**src/rtl/apb_ram_pkg.sv**
```systemverilog
// apb_ram_pkg: shared types and constants for the APB RAM completer.
//   apb_state_e   - completer FSM states
//   ram_wr_t      - latched RAM write payload (byte enables + data)
//   APB_DATA_BITS - supported APB data width
//   RD_BYTEENA    - byte enables driven to the RAM on reads
package apb_ram_pkg;

  localparam int unsigned APB_DATA_BITS = 32;
  localparam int unsigned APB_STRB_BITS = APB_DATA_BITS / 8;
  localparam int unsigned WAIT_CNT_BITS = 4;

  localparam logic [APB_STRB_BITS-1:0] RD_BYTEENA = 4'hf;

  typedef enum logic [1:0] {
    ST_IDLE   = 2'd0,
    ST_ACCESS = 2'd1,
    ST_RDWAIT = 2'd2,
    ST_RESP   = 2'd3
  } apb_state_e;

  typedef struct packed {
    logic [APB_STRB_BITS-1:0] byteena;
    logic [APB_DATA_BITS-1:0] data;
  } ram_wr_t;

endpackage

```
**src/rtl/apb_wait_timer.sv**
```systemverilog
// apb_wait_timer: loadable down-counter with a zero flag.
//   clk, rst_n  - clock, async active-low reset
//   load_i      - load load_val_i (has priority over dec_i)
//   load_val_i  - value to load
//   dec_i       - decrement by one, saturating at zero
//   count_o     - current count (registered)
//   zero_c      - count is zero (decoded from the register)
module apb_wait_timer
  import apb_ram_pkg::*;
(
  input  logic                     clk,
  input  logic                     rst_n,
  input  logic                     load_i,
  input  logic [WAIT_CNT_BITS-1:0] load_val_i,
  input  logic                     dec_i,
  output logic [WAIT_CNT_BITS-1:0] count_o,
  output logic                     zero_c
);

  logic [WAIT_CNT_BITS-1:0] cnt_q, cnt_d;

  // Next count: load wins, decrement stops at zero
  always_comb begin
    cnt_d = cnt_q;
    if (load_i) begin
      cnt_d = load_val_i;
    end else if (dec_i && (cnt_q != '0)) begin
      cnt_d = cnt_q - WAIT_CNT_BITS'(1);
    end
  end

  always_ff @(posedge clk or negedge rst_n) begin
    if (!rst_n) begin
      cnt_q <= '0;
    end else begin
      cnt_q <= cnt_d;
    end
  end

  assign count_o = cnt_q;
  assign zero_c  = (cnt_q == '0);

endmodule

```
**src/rtl/apb_ram_slave.sv**
```systemverilog
// apb_ram_slave: APB3/APB4 completer backed by a 1-cycle-latency single-port RAM.
//   apb_clock, resetn      - clock, async active-low reset
//   apb_psel/penable/...   - APB completer port (pprot accepted, ignored)
//   apb_pready/pslverr     - one-cycle completion, error response
//   apb_prdata             - read data, non-zero only in the completion cycle
//   ram_addr/byteena/data  - RAM word address, byte enables, write data (held)
//   ram_wren, ram_rden     - single-cycle RAM strobes
//   ram_q                  - RAM read data, valid the cycle after ram_rden
// Build option: APB_RAM_SLAVE_SLVERR_EN enables out-of-window / misaligned
// error decode; without it the window aliases and pslverr stays 0.
module apb_ram_slave
  import apb_ram_pkg::*;
#(
  parameter int unsigned ADDR_BITS   = 12,
  parameter int unsigned DATA_BITS   = APB_DATA_BITS,
  parameter logic [31:0] BASE_ADDR   = 32'h0,
  parameter int unsigned WAIT_STATES = 0
) (
  input  logic                 apb_clock,
  input  logic                 resetn,
  input  logic                 apb_psel,
  input  logic                 apb_penable,
  input  logic                 apb_pwrite,
  input  logic [31:0]          apb_paddr,
  input  logic [DATA_BITS-1:0] apb_pwdata,
  input  logic [3:0]           apb_pstrb,
  input  logic [2:0]           apb_pprot,
  output logic                 apb_pready,
  output logic                 apb_pslverr,
  output logic [DATA_BITS-1:0] apb_prdata,
  output logic [ADDR_BITS-3:0] ram_addr,
  output logic [3:0]           ram_byteena,
  output logic [31:0]          ram_data,
  output logic                 ram_wren,
  output logic                 ram_rden,
  input  logic [31:0]          ram_q
);

  localparam int unsigned WORD_BITS = ADDR_BITS - 2;
  localparam logic [WAIT_CNT_BITS-1:0] WAIT_LOAD = WAIT_CNT_BITS'(WAIT_STATES);

  apb_state_e           state_q, state_d;
  logic                 write_q, write_d;
  logic                 err_q, err_d;
  logic [WORD_BITS-1:0] addr_q, addr_d;
  ram_wr_t              wr_q, wr_d;
  logic                 wren_q, wren_d;
  logic                 rden_q, rden_d;
  logic                 pready_q, pready_d;
  logic                 pslverr_q, pslverr_d;
  logic [DATA_BITS-1:0] prdata_q, prdata_d;

  logic                     tmr_load_c;
  logic                     tmr_dec_c;
  logic [WAIT_CNT_BITS-1:0] tmr_count;
  logic                     tmr_zero_c;
  logic                     setup_err_c;

  // Bad-access decode, evaluated on the setup cycle
`ifdef APB_RAM_SLAVE_SLVERR_EN
  assign setup_err_c = (apb_paddr[31:ADDR_BITS] != BASE_ADDR[31:ADDR_BITS]) ||
                       (apb_paddr[1:0] != 2'b00);
`else
  assign setup_err_c = 1'b0;
`endif

  // Address bits outside the word index and pprot are intentionally ignored
  logic unused_ok;
  assign unused_ok = ^{apb_pprot, apb_paddr[31:ADDR_BITS], apb_paddr[1:0], BASE_ADDR};

  apb_wait_timer u_wait_timer (
    .clk        (apb_clock),
    .rst_n      (resetn),
    .load_i     (tmr_load_c),
    .load_val_i (WAIT_LOAD),
    .dec_i      (tmr_dec_c),
    .count_o    (tmr_count),
    .zero_c     (tmr_zero_c)
  );

  // Next state and registered outputs. RAM strobes are decided one cycle
  // ahead so they land in the last ACCESS cycle (T1+W).
  always_comb begin
    state_d    = state_q;
    write_d    = write_q;
    err_d      = err_q;
    addr_d     = addr_q;
    wr_d       = wr_q;
    wren_d     = 1'b0;
    rden_d     = 1'b0;
    pready_d   = 1'b0;
    pslverr_d  = 1'b0;
    prdata_d   = '0;
    tmr_load_c = 1'b0;
    tmr_dec_c  = 1'b0;

    unique case (state_q)
      ST_IDLE: begin
        if (apb_psel && !apb_penable) begin
          state_d      = ST_ACCESS;
          write_d      = apb_pwrite;
          err_d        = setup_err_c;
          addr_d       = apb_paddr[ADDR_BITS-1:2];
          wr_d.data    = APB_DATA_BITS'(apb_pwdata);
          wr_d.byteena = apb_pwrite ? apb_pstrb : RD_BYTEENA;
          tmr_load_c   = 1'b1;
          if ((WAIT_STATES == 0) && !setup_err_c) begin
            wren_d = apb_pwrite;
            rden_d = !apb_pwrite;
          end
        end
      end

      ST_ACCESS: begin
        if (!apb_psel) begin
          state_d = ST_IDLE;
        end else if (!tmr_zero_c) begin
          tmr_dec_c = 1'b1;
          if ((tmr_count == WAIT_CNT_BITS'(1)) && !err_q) begin
            wren_d = write_q;
            rden_d = !write_q;
          end
        end else if (err_q || write_q) begin
          state_d   = ST_RESP;
          pready_d  = 1'b1;
          pslverr_d = err_q;
        end else begin
          state_d = ST_RDWAIT;
        end
      end

      ST_RDWAIT: begin
        if (!apb_psel) begin
          state_d = ST_IDLE;
        end else begin
          state_d  = ST_RESP;
          pready_d = 1'b1;
          prdata_d = DATA_BITS'(ram_q);
        end
      end

      ST_RESP: begin
        state_d = ST_IDLE;
      end

      default: begin
        state_d = ST_IDLE;
      end
    endcase
  end

  always_ff @(posedge apb_clock or negedge resetn) begin
    if (!resetn) begin
      state_q   <= ST_IDLE;
      write_q   <= 1'b0;
      err_q     <= 1'b0;
      addr_q    <= '0;
      wr_q      <= '0;
      wren_q    <= 1'b0;
      rden_q    <= 1'b0;
      pready_q  <= 1'b0;
      pslverr_q <= 1'b0;
      prdata_q  <= '0;
    end else begin
      state_q   <= state_d;
      write_q   <= write_d;
      err_q     <= err_d;
      addr_q    <= addr_d;
      wr_q      <= wr_d;
      wren_q    <= wren_d;
      rden_q    <= rden_d;
      pready_q  <= pready_d;
      pslverr_q <= pslverr_d;
      prdata_q  <= prdata_d;
    end
  end

  assign apb_pready  = pready_q;
  assign apb_pslverr = pslverr_q;
  assign apb_prdata  = prdata_q;
  assign ram_addr    = addr_q;
  assign ram_byteena = wr_q.byteena;
  assign ram_data    = wr_q.data;
  assign ram_wren    = wren_q;
  assign ram_rden    = rden_q;

endmodule

```
**config.mk**
```make
export PLATFORM = sky130hd
export DESIGN_NAME = apb_ram_slave
export DESIGN_NICKNAME = d
export VERILOG_FILES = /design/src/rtl/apb_ram_pkg.sv /design/src/rtl/apb_wait_timer.sv /design/src/rtl/apb_ram_slave.sv
export SDC_FILE = /design/constraint.sdc
export NUM_CORES = 1
export LEC_CHECK = 0
export CORE_AREA = 5 5 102 95
export CTS_CLUSTER_DIAMETER = 120
export DETAILED_ROUTE_END_ITERATION = 16
export DIE_AREA = 0 0 107 100
export HOLD_SLACK_MARGIN = 0.05
export PLACE_DENSITY_LB_ADDON = 0.15
export SLEW_MARGIN = 20
export SYNTH_ARGS = -nofsm -noshare
export SYNTH_HDL_FRONTEND = slang
export SYNTH_SLANG_ARGS = --single-unit
```
**constraint.sdc**
```tcl
create_clock -name apb_clock -period 3.12 [get_ports apb_clock]
set_input_delay 0.624 -clock apb_clock [delete_from_list [all_inputs] [get_ports apb_clock]]
set_output_delay 0.624 -clock apb_clock [all_outputs]
set_load 0.01 [all_outputs]
```
### Yosys cells after proc, flatten, opt, wreduce, memory -nomap -nowiden

Index checks and enable logic that the tools add are counted.

* bits in read-only memories: 0
* logic and storage cells: 59
* register bits: 88
* memories kept: 0
* latch bits: 0
* input port bits: 108
* memory bits (writable): 0

* eq/ne operators: 6
* bitwise operators: 0
* reductions and logical operators: 11
* mux-type cells: 31
* div/mod/pow operators: 0
* add/sub/neg operators: 1
* multipliers: 0
* order comparisons: 0
* shift-type cells: 0

Operators by type and width (number)
* 2-to-1 mux 32 bit: 2
* 2-to-1 mux 1 bit: 18
* 2-to-1 mux 4 bit: 3
* 2-to-1 mux 2 bit: 4
* one-hot mux 2 bit (4 select lines): 1
* one-hot mux 1 bit (2 select lines): 3
* equality test 2 bit (second input constant): 2
* equality test 4 x 1 -> 1 bit (second input constant): 1
* logical NOT 4 bit: 1
* AND reduction 2 bit: 2
* nonzero test 4 bit: 1
* subtractor 4 x 1 -> 4 bit (second input constant): 1
* logical NOT 1 bit: 3
* inequality test 3 bit (second input constant): 1
* equality test 2 x 1 -> 1 bit (second input constant): 1
* logical AND 1 bit: 2
* logical NOT 2 bit: 1
* inequality test 2 bit (second input constant): 1
* nonzero test 2 bit: 1

### Longest topological paths before layout

Gate-level depths: netlist of run 1.

* depth in word-level cells: 7
* depth in mapped cells: 7

### Cells and area by module

Synthesis of run 1 repeated with hierarchy kept, for this count alone.

* cells, all modules: 239
* area, all modules: 3590.9 sq um

Modules (own cells, without submodules)
* apb_ram_slave: cells an instance 212, area each 3320.7 sq um, times used 1, seq. area each 2102.0 sq um
* apb_wait_timer: cells an instance 27, area each 270.3 sq um, times used 1, seq. area each 100.1 sq um

### Worst setup path after synthesis of run 1

Ideal clock, no wire load.

* path kind: register -> register
* start point: register state_q[1]
* end point: register u_wait_timer.cnt_q[3] (netlist: u_wait_timer.count_o[3])
* buffers on the path: 1
* setup slack: 1630 ps
* cell stages (with the launch flop): 7
* data arrival time: 1387 ps
* cells stage by stage: dfrtp_1 inv_1 ha_1 nand2_1 buf_6 or2_4 o41ai_2

* longest elaborated chain between the ends: 4

RTL lines
* start, declared: line apb_ram_slave.sv:42 `apb_state_e state_q, state_d;`
* start signal, assigned: line apb_ram_slave.sv:165 `state_q <= state_d;`
* equality test 2 x 1 -> 1 bit: line apb_ram_slave.sv:97 `unique case (state_q)`
* 2-to-1 mux 1 bit: line apb_ram_slave.sv:97
* logical AND 1 bit: line apb_wait_timer.sv:27 `end else if (dec_i && (cnt_q != '0)) begin`
* nonzero test 2 bit (no line)
* end signal, assigned: line apb_wait_timer.sv:36 `cnt_q <= cnt_d;`
* end, declared: line apb_wait_timer.sv:20 `logic [WAIT_CNT_BITS-1:0] cnt_q, cnt_d;`

Parallel ways exist; a longest one is shown, timed or not.
A chain may end at the register's enable or synchronous reset.

### Final worst setup path of run 1

* start point: input port apb_psel
* end point: register u_wait_timer.cnt_q[2] (netlist: u_wait_timer.count_o[2])

* longest elaborated chain between the ends: 4

RTL lines
* start, declared: line apb_ram_slave.sv:21 `input logic apb_psel,`
* logical AND 1 bit / 2-to-1 mux 1 bit (equally long branches): line apb_ram_slave.sv:99, apb_ram_slave.sv:115
* 2-to-1 mux 1 bit, on equally long branches: line apb_ram_slave.sv:99, apb_ram_slave.sv:97
* 2-to-1 mux 1 bit / logical AND 1 bit (equally long branches): line apb_ram_slave.sv:97, apb_wait_timer.sv:27
* 2-to-1 mux 4 bit / nonzero test 2 bit (equally long branches)

Parallel ways exist; a longest one is shown, timed or not.

==> reports/summary.txt, run 1 <==
DP HPWL -> 6.42 mm
Crit-path slowest cell -> clkdlybuf4s50_1
Post-CTS setup buffers -> 0
Layout area overhead -> 57.8%
CTS tree -> built
Multi-input gate area -> 1050 um2
Number of global-route vias before repair -> 2846
Antenna Diode Count -> 0
Crit start category -> input pin
Die Y -> 100 um
Syn Area/Cell -> 10.3 um2
Resized Gates After CTS -> 0
WL/cell -> 14.8 um
First-pass GRT wire length -> 14.3 mm
Starting Density -> 0.401
Setup TNS -> 0 ns
Synthesized flop and latch total -> 88
Worst rel slew slack -> 0.394
Max clock buf depth -> 2
Later-pin clock latency in the skew report -> 0.35 ns
Syn Inst Count -> 328
Worst reg-to-reg setup slack -> 1.31 ns
Hold Path Class -> in2async
Gr usage total -> 0.170
Post-Synth Adder-Cell Area -> 0.0223
Cell family with most CP delay -> simple AND/OR/NAND/NOR gates
Maximum VDD drop -> 0.336 mV
Ys async rst share -> 1.00
I/O Buffers -> 163
Crit path kind -> in2reg
Tmin final -> 2.09 ns
Post-synthesis mux area share -> 0
Seq/Total Area, Yosys -> 0.653
Post-synth top flop -> dfrtp_1
Synth Area in Compound Gates -> 0.0445
H-tree levels -> 3
F_max -> 477 MHz
Share of cells above drive strength 1 -> 0.0568
Worst stage delay on the critical path -> 0.74 ns
Placer Congestion -> 0.735
Leakage -> 2.63 nW
Largest net degree at the start of global routing -> 50
Pre-antenna DRT Iters -> 4
Tightest Pin Transition -> 0.910 ns
Max-slew violation count -> 0
Ys Warns -> 0
Setup crit start -> apb_psel
GR Overflow Total -> 0
Fin nets -> 602
DRT Wirelength -> 8.82 mm
Die X -> 107 um
Total number of vias -> 2761
Worst Path Required -> 3.39 ns
RSZ-0062 raised after global routing -> no
Largest family of logic cells by synthesized area -> simple AND/OR/NAND/NOR gates
Number of CTS-inserted buffers -> 9
Yosys cell types -> 34
Post-Synth XOR/XNOR Area -> 0
Io pins -> 190
Max-Cap Viols -> 0
# clock sinks -> 88
Crit Path Max Fanout -> 14
Final setup fails -> 0
Initial antenna violation count -> 0
Setup Skew -> 0.00817 ns
Kind of end point of the critical path -> flip-flop
DR vias/cell -> 4.64
Number of synthesized flops with an enable pin -> 0
CP bufs+invs -> 1
Post-Syn Area -> 3370 um2
Core Util, Final -> 0.633
Root Buffer -> clkbuf_8
CTS Hold Buffers Added -> 0
Fill cell count -> 712
Post-Synth Simple-Gate Area -> 0.243
DRC viols -> 0
Register Area -> 2200 um2
Reg clk slew, reported paths -> 0.09 ns
Row cnt -> 32
Critical path arrival -> 2.36 ns
1st-iter DRT viols -> 72
Die area -> 10700 um2
Final hold vios -> 0
CP cell instances -> clkdlybuf4s50_1 > nand2_1 > or4_1 > a21oi_1
Syn nets -> 442
Run status -> finished, final reports clean
Final ANT Viol Nets -> 0
Final worst-path cycle share -> 0.671
R2R Path Start -> state_q[0]
Core area -> 8410 um2
Cell area power density -> 754 nW/um2
-- where the power goes --
group / internal, mW / switching, mW
Combinational: 0.814 / 0.667
Sequential: 1.47 / 0.167
Clock: 0.477 / 0.410
Total: 2.77 / 1.24
-- synth_stat cells (2+ instances only) --
master      n  share of area
a21oi_1     4         0.0059
and3_1     32          0.059
buf_2       8          0.012
clkbuf_1   10          0.011
dfrtp_1    88           0.65
ha_1        6          0.022
inv_1       6         0.0067
nand2_1   137           0.15
nand2b_1    2         0.0037
nor2_1      2         0.0022
o21ai_0     3         0.0045
o21ai_1     7          0.010
or3_1       2         0.0037
-- worst register-to-register path, delay by kind of cell, from the launching register on --
| family | cells | cell delay, ns |
|---|---|---|
| fa+ha+maj | 1 | 0.29 |
| buf+inv | 2 | 0.38 |
| simple gates | 3 | 0.67 |
| flops | 1 | 0.41 |
-- placed cells by master (no fill, tap or decap), types with 2 or more instances in the layout --
| master | count |
|---|---|
| clkbuf_8 | 10 |
| dfrtp_1 | 88 |
| buf_4 | 6 |
| nand2_1 | 137 |
| ha_1 | 6 |
| inv_1 | 6 |
| clkdlybuf4s50_1 | 162 |
| nand2b_1 | 2 |
| o21ai_1 | 7 |
| bufinv_16 | 2 |
| or3_1 | 2 |
| nor2_1 | 2 |
| a21oi_1 | 4 |
| and3_1 | 32 |
| clkinv_4 | 2 |
| o21ai_0 | 3 |
-- logic make-up (layout without fill, tap and decap cells) --
| logic type | Yosys count | count (layout) |
|---|---|---|
| buf+inv | 27 | 192 |
| flops | 88 | 88 |
| simple gates | 183 | 183 |
| compound gates | 23 | 23 |
| fa+ha+maj | 6 | 6 |
| other cells | 1 | 1 |
-- registers in the layout, indices dropped and copies added (netlist names) --
| name | cells |
|---|---|
| ram_addr | 10 |
| u_wait_timer.count_o | 4 |
| ram_data | 32 |
| apb_prdata | 32 |
| ram_wren | 1 |
| apb_pready | 1 |
| ram_byteena | 4 |
| write_q | 1 |
| state_q | 2 |
| ram_rden | 1 |
-- metal layers --
layer  wire length (um)  up-vias  global-route usage
met5                  0        -                   0
met4                 89        0              0.0393
met3                633        7              0.0611
li1                   -     1361                   -
met1               3740     1302               0.208
met2               4350       91               0.290
-- through the flow --
stage / hold WS (ns) / instance area, um2 / worst slack, ns / total power, mW / cells
5_1_grt: 0.299 / 5320 / 0.903 / 4.27 / 595
6_report: 0.264 / 5320 / 1.03 / 4.01 / 595
4_1_cts: 0.283 / 5320 / 1.03 / 4.06 / 595
3_5_place_dp: 0.457 / 5090 / 0.672 / 3.17 / 579
2_1_floorplan: 0.328 / 3370 / 1.63 / 2.25 / 328
3_3_place_gp: 0.449 / 5090 / 0.676 / 3.13 / 579
-- layout make-up --
class | instances | share of cell area
well taps | 102 | 0.0240
clock buffers | 10 | 0.0259
clock inverters | 6 | 0.0172
multi-input cells | 213 | 0.197
repair buffers | 169 | 0.317
inverters | 7 | 0.00494
flip-flops and latches | 88 | 0.414
-- final timing paths --
kind                                           endpoint  depth (start not counted)
max in group asynchronous                apb_prdata[16]                          2
worst min register to register             ram_data[28]                          2
worst min-delay path                      apb_prdata[9]                          1
min in group apb_clock                     ram_data[28]                          2
worst max register to register              ram_addr[1]                          6
worst max-delay path            u_wait_timer.count_o[2]                          4
Power figures use the tool's default switching activity.
==> run 2, diff against run 1 <==
--- a/config.mk
+++ b/config.mk
@@ -5,10 +5,10 @@
 export SDC_FILE = /design/constraint.sdc
 export NUM_CORES = 1
 export LEC_CHECK = 0
-export CORE_AREA = 5 5 102 95
+export CORE_AREA = 5 5 110 102
 export CTS_CLUSTER_DIAMETER = 120
 export DETAILED_ROUTE_END_ITERATION = 16
-export DIE_AREA = 0 0 107 100
+export DIE_AREA = 0 0 115 107
 export HOLD_SLACK_MARGIN = 0.05
 export PLACE_DENSITY_LB_ADDON = 0.15
 export SLEW_MARGIN = 20
==> constraint.sdc (replaced) <==
create_clock -name apb_clock -period 1.9 [get_ports apb_clock]
set_input_delay 0.38 -clock apb_clock [delete_from_list [all_inputs] [get_ports apb_clock]]
set_output_delay 0.38 -clock apb_clock [all_outputs]
set_load 0.01 [all_outputs]
==> run 2 against run 1 <==
Non-clock buffer count grew 6. Largest cell class unchanged. Flip-flop and latch count did not move. Highest routed layer unchanged. Hold slack improved by 0.21 ns.
==> reports/summary.txt, run 2 (synthesis results as in run 1) <==
Final worst-path setup slack -> 0.227 ns (was 1.03 ns)
Core area -> 9980 um2 (was 8410 um2)
Worst Path Required -> 2.17 ns (was 3.39 ns)
Crit-path slowest cell -> dfrtp_1 (was clkdlybuf4s50_1)
Most common cell after layout, fill and taps aside -> clkdlybuf4s50_1 (unchanged)
1st-iter DRT viols -> 104 (was 72)
R2R Path Start -> state_q[1] (was state_q[0])
Max-slew violation count -> 0 (unchanged)
DR vias/cell -> 4.48 (was 4.64)
Max-Cap Viols -> 0 (unchanged)
Layout area overhead -> 61.7% (was 57.8%)
Pre-antenna DRT Iters -> 4 (unchanged)
Run status -> finished, final reports clean (unchanged)
Gr usage total -> 0.153 (was 0.170)
Maximum VDD drop -> 0.698 mV (was 0.336 mV)
Fin nets -> 608 (was 602)
Max clock buf depth -> 2 (unchanged)
Setup TNS -> 0 ns (unchanged)
Final ANT Viol Nets -> 0 (unchanged)
RSZ-0062 raised after global routing -> no (unchanged)
CTS tree -> built (unchanged)
DRC viols -> 0 (unchanged)
Largest net degree at the start of global routing -> 41 (was 50)
Setup crit start -> state_q[1] (was apb_psel)
Dpl ws -> -0.0263 ns (was 0.672 ns)
Final worst-path cycle share -> 0.881
Setup Skew -> 0.0123 ns (was 0.00817 ns)
Share of cells above drive strength 1 -> 0.0641 (was 0.0568)
DRT Wirelength -> 9.37 mm (was 8.82 mm)
Cell area power density -> 1220 nW/um2 (was 754 nW/um2)
Initial antenna violation count -> 0 (unchanged)
Most frequent cells in the layout -> 162 x clkdlybuf4s50_1, 137 x nand2_1, 88 x dfrtp_1 (unchanged)
First-pass GRT wire length -> 14.9 mm (was 14.3 mm)
Later-pin clock latency in the skew report -> 0.35 ns (about the same)
Worst stage delay on the critical path -> 0.38 ns (was 0.74 ns)
Placer Congestion -> 0.764 (was 0.735)
Tmin final -> 1.67 ns
Die X -> 115 um (was 107 um)
Antenna Diode Count -> 0 (unchanged)
Die area -> 12300 um2 (was 10700 um2)
Final setup fails -> 0 (unchanged)
Final hold vios -> 0 (unchanged)
H-tree levels -> 3 (unchanged)
DP HPWL -> 6.83 mm (was 6.42 mm)
Crit path kind -> reg2reg (was in2reg)
# clock sinks -> 88 (unchanged)
Fill cell count -> 900 (was 712)
Row cnt -> 35 (was 32)
Cell family with most CP delay -> simple AND/OR/NAND/NOR gates (unchanged)
Reg clk slew, reported paths -> 0.09 ns (about the same)
Total number of vias -> 2812 (was 2761)
Die Y -> 107 um (was 100 um)
Hold Path Class -> in2async (unchanged)
F_max -> 598 MHz
GR Overflow Total -> 0 (unchanged)
CP bufs+invs -> 2 (was 1)
Crit start category -> flip-flop (was input pin)
Core Util, Final -> 0.546 (was 0.633)
Number of global-route vias before repair -> 2880 (was 2846)
Starting Density -> 0.338 (was 0.401)
I/O Buffers -> 163 (unchanged)
Crit Path Max Fanout -> 8 (was 14)
Leakage -> 2.68 nW (was 2.63 nW)
Critical path arrival -> 1.94 ns (was 2.36 ns)
Root Buffer -> clkbuf_8 (unchanged)
WL/cell -> 14.9 um (was 14.8 um)
Kind of end point of the critical path -> flip-flop (unchanged)
Io pins -> 190 (unchanged)
Number of CTS-inserted buffers -> 9 (unchanged)
CP cell instances -> inv_1 > ha_1 > nand2_1 > buf_4 > or3_1 > a21oi_1 (was clkdlybuf4s50_1 > nand2_1 > or4_1 > a21oi_1)
[run 2: changes by cell type in the layout (fill, tap and decap cells not counted), sizes merged]
cell	change
buf	+5
clkbuf	+2
clkinv	-2
clkinvlp	+1
dlygate4sd3	+1
inv	-1
[run 2: path summary, 6_finish.rpt]
kind                                            to  slack, ns  depth (start not counted)
setup / recovery           u_wait_timer.count_o[0]       0.23                          6
max in group asynchronous  u_wait_timer.count_o[0]       0.88                          3
min in group apb_clock                 ram_addr[8]       0.48                          2
hold / removal                      apb_prdata[11]       0.48                          2
hold reg to reg                        ram_addr[8]       0.48                          2
setup reg to reg           u_wait_timer.count_o[0]       0.23                          6
[run 2: repair_timing]
item | 4_1_cts | 5_1_grt
hold buffers | 1 | 0
setup buffers | 0 | 0
hold endpoints to repair | 24 | 0
resized for setup | 0 | 0
[run 2: worst register-to-register path: stages (launching register included)]
cell     delay (ns)
dfrtp_1        0.38
inv_1          0.09
ha_1           0.24
nand2_1        0.21
buf_4          0.20
or3_1          0.34
a21oi_1        0.14
[run 2: per-stage QoR]
| step | total power, mW | hold slack [ns] | instance area, um2 | std cells |
|---|---|---|---|---|
| after CTS | 6.78 | 0.480 | 5450 | 628 |
| after floorplan | 3.70 | 0.0844 | 3370 | 328 |
| after global routing | 7.08 | 0.498 | 5450 | 628 |
| final | 6.67 | 0.476 | 5450 | 628 |
| after detailed placement | 5.28 | 0.316 | 5210 | 611 |
| after global placement | 5.20 | 0.324 | 5210 | 611 |
[run 2: per-layer routing]
layer / GRT usage / up-vias / wire (um)
met1: 0.190 / 1342 / 3940
met4: 0.0503 / 0 / 126
li1: - / 1375 / -
met2: 0.262 / 84 / 4680
met3: 0.0367 / 11 / 623
met5: 0 / - / 0
[run 2: where the power goes]
group | internal (mW) | leakage [nW] | switching, mW | total [mW]
logic | 1.39 | 1.41 | 1.10 | 2.49
registers | 2.42 | 1.15 | 0.281 | 2.70
clock network | 0.816 | 0.113 | 0.655 | 1.47
total | 4.63 | 2.68 | 2.04 | 6.67
[run 2: area by class of cell]
class,instances,area [um2],share of cell area
clock buffer,12,155,0.0284
clock inverter,4,76.3,0.0140
timing repair buffer,175,1780,0.327
sequential,88,2200,0.404
inverter,7,26.3,0.00482
multi-input combinational,213,1050,0.192
tap,129,161,0.0296
